==> src/rtl/fetch_ctrl.sv <==
// -----------------------------------------------------------------------------
// fetch_ctrl -- next-PC controller for the instruction-fetch stage.
//
// Holds the architectural fetch PC and offers it to IF over a valid/ready
// handshake, stepping by 4 on each accepted PC. Trap and branch/jump redirects
// override sequential fetch and raise a one-cycle flush. Also provides a
// halt/resume mechanism and a saturating count of applied redirects.
//
// Ports:
//   i_clk           single clock, all state updates on posedge
//   i_rst           synchronous reset, active-high
//   i_stall         hazard-unit stall, suppresses o_pc_valid
//   i_br_valid      EX branch-taken / jal / jalr redirect request
//   i_br_target     redirect target for i_br_valid
//   i_trap_valid    trap/exception redirect request (highest priority)
//   i_trap_target   trap vector
//   i_halt_req      halt request (ebreak retired)
//   i_resume        leave HALT at the held PC
//   o_pc_out        PC offered to IF
//   o_pc_valid      o_pc_out valid (IF in_valid)
//   i_pc_ready      IF in_ready
//   o_flush         one-cycle flush pulse to IF and IF/ID
//   o_halted        high while in HALT
//   o_redirect_cnt  count of applied redirects, saturating at all-ones
//   o_state         current FSM state (0 BOOT, 1 RUN, 2 HALT) for debug
//
// Handshake: a PC transfer happens on a rising edge where o_pc_valid and
// i_pc_ready are both high. o_pc_valid does not depend on i_pc_ready, and
// o_pc_out is stable while o_pc_valid is high and no redirect occurs.
// -----------------------------------------------------------------------------
module fetch_ctrl #(
  parameter logic [31:0] RESET_PC = 32'h0000_0000,
  parameter int          CNT_W    = 16
) (
  input  logic             i_clk,
  input  logic             i_rst,
  input  logic             i_stall,
  input  logic             i_br_valid,
  input  logic [31:0]      i_br_target,
  input  logic             i_trap_valid,
  input  logic [31:0]      i_trap_target,
  input  logic             i_halt_req,
  input  logic             i_resume,
  output logic [31:0]      o_pc_out,
  output logic             o_pc_valid,
  input  logic             i_pc_ready,
  output logic             o_flush,
  output logic             o_halted,
  output logic [CNT_W-1:0] o_redirect_cnt,
  output logic [1:0]       o_state
);

  typedef enum logic [1:0] {
    ST_BOOT = 2'd0,
    ST_RUN  = 2'd1,
    ST_HALT = 2'd2
  } state_t;

  state_t           r_state;
  logic [31:0]      r_fetch_pc;
  logic             r_flush;
  logic             r_halted;
  logic [CNT_W-1:0] r_redirect_cnt;

  logic        w_take_trap;
  logic        w_take_br;
  logic        w_redirect;
  logic        w_accept;
  logic [31:0] w_target;

  always_comb begin
    w_take_trap = 1'b0;
    w_take_br   = 1'b0;
    w_redirect  = 1'b0;
    w_accept    = 1'b0;
    w_target    = i_br_target;
    o_pc_valid  = (r_state == ST_RUN) && !i_stall;
    // Traps are honoured in RUN and HALT; branches only in RUN.
    w_take_trap = i_trap_valid && (r_state != ST_BOOT);
    w_take_br   = i_br_valid && (r_state == ST_RUN) && !i_trap_valid;
    w_redirect  = w_take_trap || w_take_br;
    if (i_trap_valid) begin
      w_target = i_trap_target;
    end
    w_accept    = o_pc_valid && i_pc_ready;
  end

  always_ff @(posedge i_clk) begin
    if (i_rst) begin
      r_state        <= ST_BOOT;
      r_fetch_pc     <= RESET_PC;
      r_flush        <= 1'b0;
      r_halted       <= 1'b0;
      r_redirect_cnt <= '0;
    end else begin
      r_flush <= w_redirect;

      // A redirect wins over the handshake; low two bits are forced to zero
      // so the fetch PC stays word aligned.
      if (w_redirect) begin
        r_fetch_pc <= w_target & 32'hFFFF_FFFC;
        if (!(&r_redirect_cnt)) begin
          r_redirect_cnt <= r_redirect_cnt + CNT_W'(1);
        end
      end else if (w_accept) begin
        r_fetch_pc <= r_fetch_pc + 32'd4;
      end

      case (r_state)
        ST_BOOT: begin
          r_state  <= ST_RUN;
          r_halted <= 1'b0;
        end
        ST_RUN: begin
          // halt_req beats resume here; any same-cycle redirect is still
          // applied above before HALT is entered.
          if (i_halt_req) begin
            r_state  <= ST_HALT;
            r_halted <= 1'b1;
          end
        end
        ST_HALT: begin
          // resume beats halt_req; a trap also restarts fetch.
          if (i_resume || i_trap_valid) begin
            r_state  <= ST_RUN;
            r_halted <= 1'b0;
          end
        end
        default: begin
          r_state  <= ST_BOOT;
          r_halted <= 1'b0;
        end
      endcase
    end
  end

  assign o_pc_out       = r_fetch_pc;
  assign o_flush        = r_flush;
  assign o_halted       = r_halted;
  assign o_redirect_cnt = r_redirect_cnt;
  assign o_state        = r_state;

endmodule

==> config.mk <==
export PLATFORM = sky130hd
export DESIGN_NAME = fetch_ctrl
export DESIGN_NICKNAME = d
export VERILOG_FILES = /design/src/rtl/fetch_ctrl.sv
export SDC_FILE = /design/constraint.sdc
export NUM_CORES = 1
export LEC_CHECK = 0
export CORE_MARGIN = 2
export CORE_UTILIZATION = 43
export CTS_CLUSTER_SIZE = 24
export DETAILED_ROUTE_END_ITERATION = 10
export GPL_TIMING_DRIVEN = 0
export PLACE_DENSITY = 0.92
export SETUP_SLACK_MARGIN = 0.1
export SYNTH_ARGS = -nofsm -noshare
export SYNTH_HDL_FRONTEND = slang
export SYNTH_SLANG_ARGS = --single-unit
==> constraint.sdc <==
create_clock -name i_clk -period 2.7 [get_ports i_clk]
set_clock_uncertainty 0.15 [all_clocks]
set_input_delay 0.27 -clock i_clk [delete_from_list [all_inputs] [get_ports i_clk]]
set_output_delay 0.27 -clock i_clk [all_outputs]
set_load 0.005 [all_outputs]
[Yosys cells after proc, flatten, opt, wreduce, memory -nomap -nowiden]
Cells that the tools add are included.
Word-level totals
  bits in registers: 52
  output and inout bits: 53
  logic and storage cells: 38
Cells by class
  add/sub/neg operators: 2
  equality and inequality tests: 4
  multiplexer cells: 9
  bitwise logic cells: 1
  reduce and logical (&&, ||, !) cells: 16
Operator list (number)
  2-to-1 mux 32 bit: 3
  adder 32 x 3 -> 32 bit, second input constant: 1
  adder 16 x 1 -> 16 bit, second input constant: 1
  AND reduction 16 bit: 1
  case mux 2 bit (3 select lines): 1
  logical AND 1 bit: 5
  2-to-1 mux 2 bit: 2
  != test 2 bit, second input constant: 2
  AND reduction 2 bit: 2
  nonzero test 2 bit: 2
  equality test 2 x 1 -> 1 bit, second input constant: 1
  equality test 2 bit, second input constant: 1
  logical NOT 1 bit: 2
  logical NOT 2 bit: 1
  logical OR 1 bit: 2
  2-to-1 mux 1 bit: 2
  case mux 1 bit (2 select lines): 1
  OR reduction 2 bit: 1
  inverter 1 bit: 1

[Longest topological paths before layout]
Gate-level depths: netlist of the first run.
  word-level depth: 5
  gate-level depth with buffers: 7
  gate-level depth less buffers: 6

[Worst setup path after synthesis of the first run]
Ideal clock, no wire load.
  kind: reg-to-reg
  from: register r_fetch_pc[2] (netlist: o_pc_out[2])
  to: register r_fetch_pc[28] (netlist: o_pc_out[28])
  library setup time: 0.137 ns
  data arrival time: 1.825 ns
  required time: 2.413 ns
  slack: 0.588 ns
  stages on the path, launching flop included: 7
  clock period less this slack: 2.112 ns
  cells stage by stage: dfxtp_1 ha_1 nand4_1 or4_4 nor4_2 xnor2_1 a211oi_2
Between the ends
  cells in the longest elaborated chain, start to end: 3
Ends and longest elaborated chain
  start, declared: line 60  | logic [31:0] r_fetch_pc;
  start signal, assigned: line 101  | r_fetch_pc <= w_target & 32'hFFFF_FFFC;
  start signal, assigned: line 106  | r_fetch_pc <= r_fetch_pc + 32'd4;
  adder 32 x 3 -> 32 bit: line 106
  2-to-1 mux 32 bit: line 105  | end else if (w_accept) begin
  2-to-1 mux 32 bit: line 100  | if (w_redirect) begin
Every way passes these cells. The select of a mux whose other input is x is not followed.
A chain may end at the register's enable or synchronous reset.

[Worst setup path after layout of the first run]
  from: register r_state[0] (netlist: o_state[0])
  to: register r_fetch_pc[26] (netlist: o_pc_out[26])
Between the ends
  cells in the longest elaborated chain, start to end: 5
  elaborated cells between the ends (all ways): 10
Ends and longest elaborated chain
  start, declared: line 59  | state_t r_state;
  start signal, assigned: line 90  | r_state <= ST_BOOT;
  start signal, assigned: line 111  | r_state <= ST_RUN;
  start signal, assigned: line 118  | r_state <= ST_HALT;
  equality test 2 x 1 -> 1 bit: line 77, 80
  logical AND 1 bit (2 in series): line 80  | w_take_br = i_br_valid && (r_state == ST_RUN) && !i_trap_valid;
  logical OR 1 bit: line 81  | w_redirect = w_take_trap || w_take_br;
  2-to-1 mux 32 bit / nonzero test 2 bit (equally long branches)
Several ways; a longest one is shown, not always the timed one.

==> impl_summary.log, run 1 <==
[metrics] Worst Reg2Reg Path Length in Cells: 7
[metrics] Yosys top cell area share: 0.3333
[metrics] largest fanout on the critical path: 10
[metrics] initial drt markers: approximately 150
[metrics] pre-CTS worst setup slack: 0.09598 ns
[metrics] cell depth of the worst hold path: 3
[metrics] maximum number of pins on one net before global-route repair: 15
[metrics] setup TNS: 0 ns
[metrics] Worst R2R End: o_pc_out[26]$_SDFFE_PP0P_
[metrics] headroom to the max-slew limit: 0.4555
[metrics] count of buffers inserted at the top-level ports: approximately 120
[metrics] DIE AREA: 0.007668 mm²
[metrics] count of buffers added by post-CTS timing repair for setup: 0
[metrics] kind of launch point of the worst setup path: flip-flop
[metrics] CTS tree: done
[metrics] total global-route track usage: 0.2390
[metrics] clock insertion delay at the later pin of the skew report: 0.30 ns
[metrics] count of maximum capacitance violations: 0
[metrics] Final Setup Violations: 0
[metrics] CP required: between 2 and 3 ns
[metrics] antenna violations before repair: 0
[metrics] die height: 87.57 µm
[metrics] H-tree levels: 2
[metrics] top library cells by usage in the layout, fill and taps aside: sky130_fd_sc_hd__clkdlybuf4s50_1, sky130_fd_sc_hd__dfxtp_1, sky130_fd_sc_hd__a211oi_1, sky130_fd_sc_hd__nor2_1, sky130_fd_sc_hd__nor2b_1
[metrics] post-synthesis sequential area ratio: 0.3333
[metrics] internal reg-to-reg setup slack: 0.22 ns
[metrics] Worst Slack Setup Final: roughly 0.22 ns
[metrics] main area contributors after synthesis: sky130_fd_sc_hd__dfxtp_1, sky130_fd_sc_hd__a211oi_1, sky130_fd_sc_hd__xnor2_1, sky130_fd_sc_hd__nor2b_1, sky130_fd_sc_hd__nor2_1
[metrics] main flop type after synthesis: sky130_fd_sc_hd__dfxtp_1
[metrics] startpoint of the worst register-to-register path: o_state[0]$_SDFFE_PP0P_
[metrics] average via count per standard cell: 5.494
[metrics] placeable core region: a little under 0.007 mm²
[metrics] worst voltage drop across the vdd grid: 0.2406 mV
[metrics] classification of the worst setup path: flip-flop to flip-flop
[metrics] netlist area before placement: 0.003003 mm²
[metrics] proportion of layout cells with a drive suffix above 1: 0.04536
[metrics] width of the chip: 87.57 µm
[metrics] initial core utilization: 0.4420
[metrics] area added between synthesis and finish: 46.08%
[metrics] post-detailed-route count of antenna-violating nets: 0
[metrics] # DRC: 0
[metrics] vias in the first global route: 3083
[metrics] gate count after technology mapping: 360
[metrics] largest family of logic cells by synthesized area: simple AND/OR/NAND/NOR gates
[metrics] remaining global-route overflow: 0
[metrics] area share of and/or/nand/nor cells after synthesis: 0.2983
[metrics] setup repair after global routing missed its margin: no
[metrics] final critical-path share of the clock period: 0.9187
[metrics] 1st-pass router iterations: 4
[metrics] IO Pins: 125
[metrics] number of instances resized during post-cts repair: 0
[metrics] biggest area consumer among synthesized cells: sky130_fd_sc_hd__dfxtp_1
[metrics] drt total wl: 9.409 mm
[metrics] leakage power total: about 1.4 nW
[metrics] Least-Margin Pin Slew: 0.8105 ns
[metrics] post-synthesis register bit count: 50
[metrics] commonest non-fill, non-tap cell in the layout: sky130_fd_sc_hd__clkdlybuf4s50_1
[metrics] standard-cell rows: 30
[metrics] result of the run: completed
[metrics] hold path start: i_rst
[metrics] capture endpoint of the worst hold path: o_redirect_cnt[15]$_SDFFE_PP0P_
[metrics] CTS buffer count: 5
[metrics] RePlAce Congestion: 0.8775
[metrics] Final nets: approximately 560
[metrics] maximum clock path buffer count: 2
[metrics] routed via count: 3192
[metrics] number of enable-type register cells in the synthesized netlist: 0
[metrics] data arrival at the endpoint of the critical path: ~2.5 ns
[metrics] achievable clock frequency: 403.2 MHz
[metrics] multiplexer share of the synthesized area: 0.03042
[metrics] # clock sinks: 50
[metrics] CTS clock-pin slew for the worst setup and hold paths: around 0.09 ns
[metrics] XOR/XNOR share of the synthesized area: 0.1079
[metrics] Finished Core Util: 0.6457
[metrics] hold buffer count at CTS: 0
[metrics] wire length of the first global-routing pass: approximately 15 mm
[metrics] Worst Setup End Kind: flip-flop
[metrics] Min Clock Period, post-route: 2.480 ns
[metrics] final routed wire length divided by cell count: roughly 16 µm
[metrics] count of endpoints failing hold in the final timing report: 0
[metrics] Syn. warnings: 0
[metrics] Max Slew Vio Count: 0
[metrics] P per Cell Area: 403.4 mW/mm²
[metrics] Inserted Diodes: 0
[metrics] worst min path class: primary input to flip-flop
[metrics] mean cell area of the mapped netlist: 8.341 µm²
[metrics] synth unique cells: 45
[metrics] adder and majority cell fraction of the synthesized area: 0.008333
[metrics] Async S/R FF share, synth: 0
[metrics] cell chosen for the clock root: sky130_fd_sc_hd__clkbuf_8
[metrics] post-DP HPWL: ~7.2 mm
[metrics] fill cell count: 570
[metrics] post-synthesis compound-gate area fraction: 0.1783
==> kinds of logic after synthesis <==
logic type,Yosys count
xor+xnor,37
other cells,1
compound gates,72
mux,9
simple gates,158
buf+inv,31
flops,50
fa+ha+maj,2
==> layout make-up <==
cell class	count	area [µm²]	share of cell area
Clock buffer	7	86.33	0.01968
Timing Repair Buffer	116	1161	0.2647
Multi-Input combinational cell	280	1886	0.4298
Sequential cell	50	1001	0.2282
Clock inverter	1	5.005	0.001141
Buffer	26	108.9	0.02481
Inverter	5	18.77	0.004278
Tap cell	96	120.1	0.02738
==> state kept, by name (all words and copies together) (netlist names) <==
| register | count |
|---|---|
| o_pc_out | 30 |
| o_redirect_cnt | 16 |
| o_state | 2 |
| o_flush | 1 |
| o_halted | 1 |
==> per-layer routing <==
layer	vias up	routed length [µm]	global-route usage
met5	-	0	0
met4	0	144	0.06853
met3	16	680	0.05844
met2	126	4595	0.4215
met1	1478	3988	0.2883
li1	1572	-	-
==> cell usage after synthesis, drive strengths merged (10+ instances only) <==
library cell	instances
xnor2	23
nor2	37
dfxtp	50
clkbuf	22
a211oi	50
xor2	14
nand4	21
nor4	12
nor2b	27
nand3	11
nand2	17
nor3	10
==> through the flow <==
stage	cell area, µm²	hold slack (ns)	std cells	total power, mW
2_1_floorplan	3007	0.2985	361	1.064
3_3_place_gp	4288	0.3332	573	1.317
5_1_grt	4387	0.3052	581	1.857
6_report	4387	0.2857	581	1.770
3_5_place_dp	4288	0.3436	573	1.331
4_1_cts	4379	0.2709	581	1.768
==> power breakdown <==
group / switching [mW] / internal [mW]
logic: 0.188 / 0.269
clock network: 0.242 / 0.207
registers: 0.0724 / 0.791
total: 0.502 / 1.27
==> worst max-delay path by stage <==
stage                                        start                         to  slack (ns)
final                      o_state[0]$_SDFFE_PP0P_  o_pc_out[26]$_SDFFE_PP0P_        0.22
after global routing      o_pc_out[2]$_SDFFE_PP0P_  o_pc_out[30]$_SDFFE_PP0P_         0.1
after CTS                  o_state[1]$_SDFFE_PP0P_  o_pc_out[26]$_SDFFE_PP0P_        0.20
after detailed placement                i_br_valid  o_pc_out[29]$_SDFFE_PP0P_         0.1
after global placement                  i_br_valid  o_pc_out[29]$_SDFFE_PP0P_        0.17
after floorplan           o_pc_out[2]$_SDFFE_PP0P_  o_pc_out[28]$_SDFFE_PP0P_        0.59
==> worst max-delay path, stage by stage, from the launching register on <==
cell                        delay [ns]
sky130_fd_sc_hd__dfxtp_1          0.34
sky130_fd_sc_hd__clkbuf_1         0.29
sky130_fd_sc_hd__nand4bb_1        0.15
sky130_fd_sc_hd__clkbuf_1         0.24
sky130_fd_sc_hd__nor2_1           0.56
sky130_fd_sc_hd__nand4_1          0.22
sky130_fd_sc_hd__xor2_1           0.19
sky130_fd_sc_hd__a211oi_1         0.25
No activity file was read; power rests on OpenSTA's default activity.
==> run 2: changes to the inputs <==
--- a/config.mk
+++ b/config.mk
@@ -12,6 +12,7 @@
 export GPL_TIMING_DRIVEN = 0
 export PLACE_DENSITY = 0.92
 export SETUP_SLACK_MARGIN = 0.1
+export SKIP_LAST_GASP = 1
 export SYNTH_ARGS = -nofsm -noshare
 export SYNTH_HDL_FRONTEND = slang
 export SYNTH_SLANG_ARGS = --single-unit
==> results of run 2 <==
The final DEF is identical to that of run 1; final timing and power are the same.
==> RTL edit 1: new RTL, flow settings as in run 1 <==
Add an input register stage for `i_br_target` and `i_trap_target`, without a reset; this delays them by one clock. The other inputs are not delayed to match.
--- a/src/rtl/fetch_ctrl.sv
+++ b/src/rtl/fetch_ctrl.sv
@@ -58,2 +58,10 @@
 
+  logic [31:0] i_br_target_q;
+  logic [31:0] i_trap_target_q;
+
+  always_ff @(posedge i_clk) begin
+    i_br_target_q   <= i_br_target;
+    i_trap_target_q <= i_trap_target;
+  end
+
   state_t           r_state;
@@ -75,3 +83,3 @@
     w_accept    = 1'b0;
-    w_target    = i_br_target;
+    w_target    = i_br_target_q;
     o_pc_valid  = (r_state == ST_RUN) && !i_stall;
@@ -82,3 +90,3 @@
     if (i_trap_valid) begin
-      w_target = i_trap_target;
+      w_target = i_trap_target_q;
     end
Behaviour: not the same (a bounded check fails within 4 cycles, from zero or initial values and one cycle with i_rst high).
==> RTL edit 1 against run 1 <==
Combinational power decreased by 1%; sequential cell count increased by 60; area after synthesis increased by 38%; worst hold slack lost 0.12 ns; utilization shrank 3.3 points; total power increased by 85%; cell area grew 30%; routed wire length increased by 10%; setup slack improved by 0.013 ns; largest cell class is now flip-flops and latches.
==> RTL edit 1: results (changes against run 1) <==
Status - finished clean
Number of non-clock buffers - 138 (-2.8%)
Post-synthesis mux area share - 5.73% (+2.7 points)
Most instantiated cells after synthesis - dfxtp_1 (110), nor2_1 (25), a211oi_1 (22)
Synth Area in Compound Gates - 13.1% (-4.7 points)
Fin crit share - 91.4% (-0.49 points)
Register area share after synthesis - 53.1% (+20 points)
Met3 WL - 785 um (+15%)
Nets - 606 (+8.6%)
Die area - 10500 um2 (+36%)
M1 GR Usage - 24.2% (-4.6 points)
Multi-input logic area - 1850 um2 (-2.1%)
Max_slew headroom - 45.8% (+0.20 points)
Yosys cell types - 52 (+16%)
Worst skew pair latency - 0.38 ns (+0.08 ns)
Non-filler instance count after layout - 666 (+15%)
Vias in the first global route - 3269 (+6.0%)
Post-Synth Adder-Cell Area - 0.603% (-0.23 points)
#MultiIn Comb - 268 (-4.3%)
Post-DP Area - 5480 um2 (+28%)
Largest net degree at the start of global routing - 19 (+4)
Leak - 2.06 nW (+45%)
H-Tree Depth - 3 (+1)
Slowest Stage Delay on Critical Path - 0.53 ns (-0.03 ns)
Cells after DPL - 650 (+13%)
Iteration-0 DRC Markers - 160 (+7.4%)
Layout cells sized above 1 - 8.01% (+3.5 points)
Dpl hpwl - 7880 um (+9.5%)
FILL cells - 762 (+34%)
VDD IR-drop max - 0.306 mV (+27%)
Dpl ws - -0.191 ns (-0.287 ns)
GP Congestion - 0.883 (+0.59%)
M3 GR Usage - 3.97% (-1.9 points)
First-pass GRT wire length - 15900 um (+8.8%)
Num Clock Sinks - 110 (+120%)
Num CTS Buffers - 9 (+4)
DR WL met2 - 5080 um (+11%)
Post-DR vias/cell - 5.18 (-5.7%)
DRT met1 WL - 4290 um (+7.6%)
Clkbuf count - 10 (+3)
Non-clock buffer share of cell area - 22.2% (-6.8 points)
Slowest stage cell, crit path - nor4bb_2
Syn avg cell area - 10.3 um2 (+23%)
Synth warnings - 0 (unchanged)
WL/cell - 15.5 um (-4.0%)
Pwr dens - 574 nW/um2 (+42%)
Area contributors post-synth - dfxtp_1 (53%), xor2_1 (4.0%), a211oi_1 (4.0%)
GRT Total Usage - 19.7% (-4.2 points)
M2 GR Usage - 33.7% (-8.4 points)
Xor/xnor share of the synthesized area - 7.60% (-3.2 points)
Register area - 2200 um2 (+120%)
RTL edit 1: changes by cell type in the layout (fill, tap and decap cells not counted), sizes merged, moves of 10 or more:
cell,change
dfxtp,+60
a211oi,-28
o21ai,+17
nor2b,-14
mux2,+13
nand4,-12
nor2,-12
a21oi,+10
RTL edit 1: final timing paths:
kind / start / end / slack, ns / cells past startpoint
setup / recovery: o_state[1]$_SDFFE_PP0P_ / o_pc_out[12]$_SDFFE_PP0P_ / 0.23 / 6
hold / removal: i_trap_target[14] / i_trap_target_q[14]$_DFF_P_ / 0.17 / 1
setup reg to reg: o_state[1]$_SDFFE_PP0P_ / o_pc_out[12]$_SDFFE_PP0P_ / 0.23 / 6
hold reg to reg: o_pc_out[30]$_SDFFE_PP0P_ / o_pc_out[30]$_SDFFE_PP0P_ / 0.38 / 2
RTL edit 1: power by group:
part           switching, mW  internal (mW)
clock                  0.568          0.438
combinational          0.183          0.269
sequential            0.0843           1.72
total                  0.836           2.43
==> RTL edit 2: new RTL, config.mk and constraints of run 1 <==
Without the edit above. The parameter `CNT_W` goes from 16 to 18.
--- a/src/rtl/fetch_ctrl.sv
+++ b/src/rtl/fetch_ctrl.sv
@@ -32,3 +32,3 @@
   parameter logic [31:0] RESET_PC = 32'h0000_0000,
-  parameter int          CNT_W    = 16
+  parameter int          CNT_W    = 18
 ) (
Ports: changed (resized o_redirect_cnt); port bits go from 125 to 127. No check against the original RTL was run, so the function may have changed too.
==> RTL edit 2 against run 1 <==
Critical path type unchanged; first-iteration DRC count grew 29%; routed wire length rose by 4.9%; final cell count shrank 0.52%; total power up 3.4%; area after synthesis up 2.0%; highest routed layer unchanged; setup slack better by 0.31 ns; cell area grew 1.9%; sequential cell count is 2 higher; sequential share of layout area increased by 0.47 points; combinational power is essentially flat; critical path depth did not move; via count increased by 3.0%; largest cell class unchanged.
==> RTL edit 2: results (changes against run 1) <==
Iteration-0 DRC Markers - 192 (+29%)
Clk root buf - clkbuf_8
Min-delay src - i_rst
Final Hold Slack - 0.224 ns (-0.0614 ns)
Vias in the first global route - 3152 (+2.2%)
Area contributors post-synth - dfxtp_1 (34%), a211oi_1 (12%), xnor2_1 (6.6%)
Hold Crit Class - in2reg
Hold depth - 2 (-1)
Crit-path max FO - 10 (unchanged)
Slowest Stage Delay on Critical Path - 0.36 ns (-0.20 ns)
Post-synth EDFFs - 0 (unchanged)
First-pass GRT wire length - 14800 um (+0.80%)
Largest net degree at the start of global routing - 17 (+2)
VDD IR-drop max - 0.328 mV (+36%)
Dpl hpwl - 7540 um (+4.8%)
Max FFs per register - 30 (unchanged)
Worst slew pin tran - 0.711 ns (-0.0997 ns)
R2R depth - 7 (unchanged)
Dpl ws - 0.328 ns (+0.232 ns)
DR vias - 3287 (+3.0%)
Syn avg cell area - 8.62 um2 (+3.4%)
Nets - 555 (-0.54%)
WP data arrival - 2.25 ns (-0.29 ns)
# diodes - 0 (unchanged)
Design area - 4470 um2 (+1.9%)
Hold Path End - o_flush$_SDFF_PP0_
Fmax achieved - 0.460 GHz (+14%)
Reg clk slew, reported paths - 0.09 ns (about the same)
Crit path launch - o_state[0]$_SDFFE_PP0P_
Worst skew pair latency - 0.32 ns (+0.02 ns)
Post_cts resized - 0 (unchanged)
GP Congestion - 0.926 (+5.5%)
Num CTS Buffers - 5 (unchanged)
GRT Total Usage - 24.1% (+0.15 points)
Worst R2R End - o_pc_out[29]$_SDFFE_PP0P_
R2R Setup Slk - 0.53 ns (+0.31 ns)
Synth warnings - 0 (unchanged)
Initial antenna violation count - 0 (unchanged)
Slowest stage cell, crit path - dfxtp_1
Cells after DPL - 570 (-0.52%)
Crit-path leading delay family - simple AND/OR/NAND/NOR gates
Yosys cell types - 50 (+11%)
P_int - 1.30 mW (+2.4%)
Post-CTS Setup Repair Bufs - 0 (unchanged)
WL/cell - 17.1 um (+5.5%)
Register area share after synthesis - 34.0% (+0.67 points)
Status - finished clean
Post-DP Area - 4370 um2 (+1.8%)
FILL cells - 561 (-1.6%)
Crit. End Element - register
Leak - 1.49 nW (+5.0%)
Port Buffer Count - 118 (+1.7%)
Post-DR vias/cell - 5.69 (+3.5%)
H-Tree Depth - 2 (unchanged)
Most instantiated cells after synthesis - dfxtp_1 (52), a211oi_1 (48), nor2_1 (36)
Layout cells sized above 1 - 5.39% (+0.86 points)
TritonRoute pass-1 iters - 5 (+1)
## RTL edit 2: cell types whose count changed after synthesis, moves of 4 or more
cell	run 1	this run
nand2_1	17	12
nor2b_1	27	22
or3_1	1	5
clkbuf_1	22	15
nor3_1	10	5
mux2i_1	8	12
## RTL edit 2: logic make-up after synthesis
kind of cell | synth area share, %
adder cells (fa/ha/maj) | 0.817
flip-flops | 34.0
AO/OA/AOI/OAI | 18.3
AND/OR/NAND/NOR | 26.8
buffers and inverters | 4.74
multiplexers | 4.29
other | 0.122
XOR/XNOR | 10.9
## RTL edit 2: power groups by stage
stage / Combinational [mW] / Clock (mW) / Sequential, mW
CTS: 0.455 / 0.483 / 0.888
global route: 0.488 / 0.506 / 0.898
global placement: 0.435 / 0 / 0.901
detailed placement: 0.452 / 0 / 0.905
finish: 0.456 / 0.484 / 0.890
floorplan: 0.190 / 0 / 0.897
## RTL edit 2: final cells by class
cell class / instances / share of cell area (%)
Multi-Input combinational cell: 274 / 42.2
Timing Repair Buffer: 118 / 26.4
Sequential cell: 52 / 23.3
Buffer: 25 / 2.83
Tap cell: 96 / 2.69
Clock buffer: 6 / 1.85
Inverter: 5 / 0.420
Clock inverter: 2 / 0.336
## RTL edit 2: worst register-to-register path, cell delays in order (launching register included)
cell and delay, ns:
dfxtp_1 0.36, buf_4 0.17, and4bb_1 0.35, and4_1 0.29
buf_4 0.20, nand4_1 0.14, xor2_1 0.19, a211oi_1 0.24
## RTL edit 2: per-layer routing
metal	wire length (um)	vias up	track usage, %
li1	-	1565	-
met1	3950	1523	28.8
met2	4900	174	43.9
met3	824	25	4.20
met4	204	0	7.16
met5	0	-	0
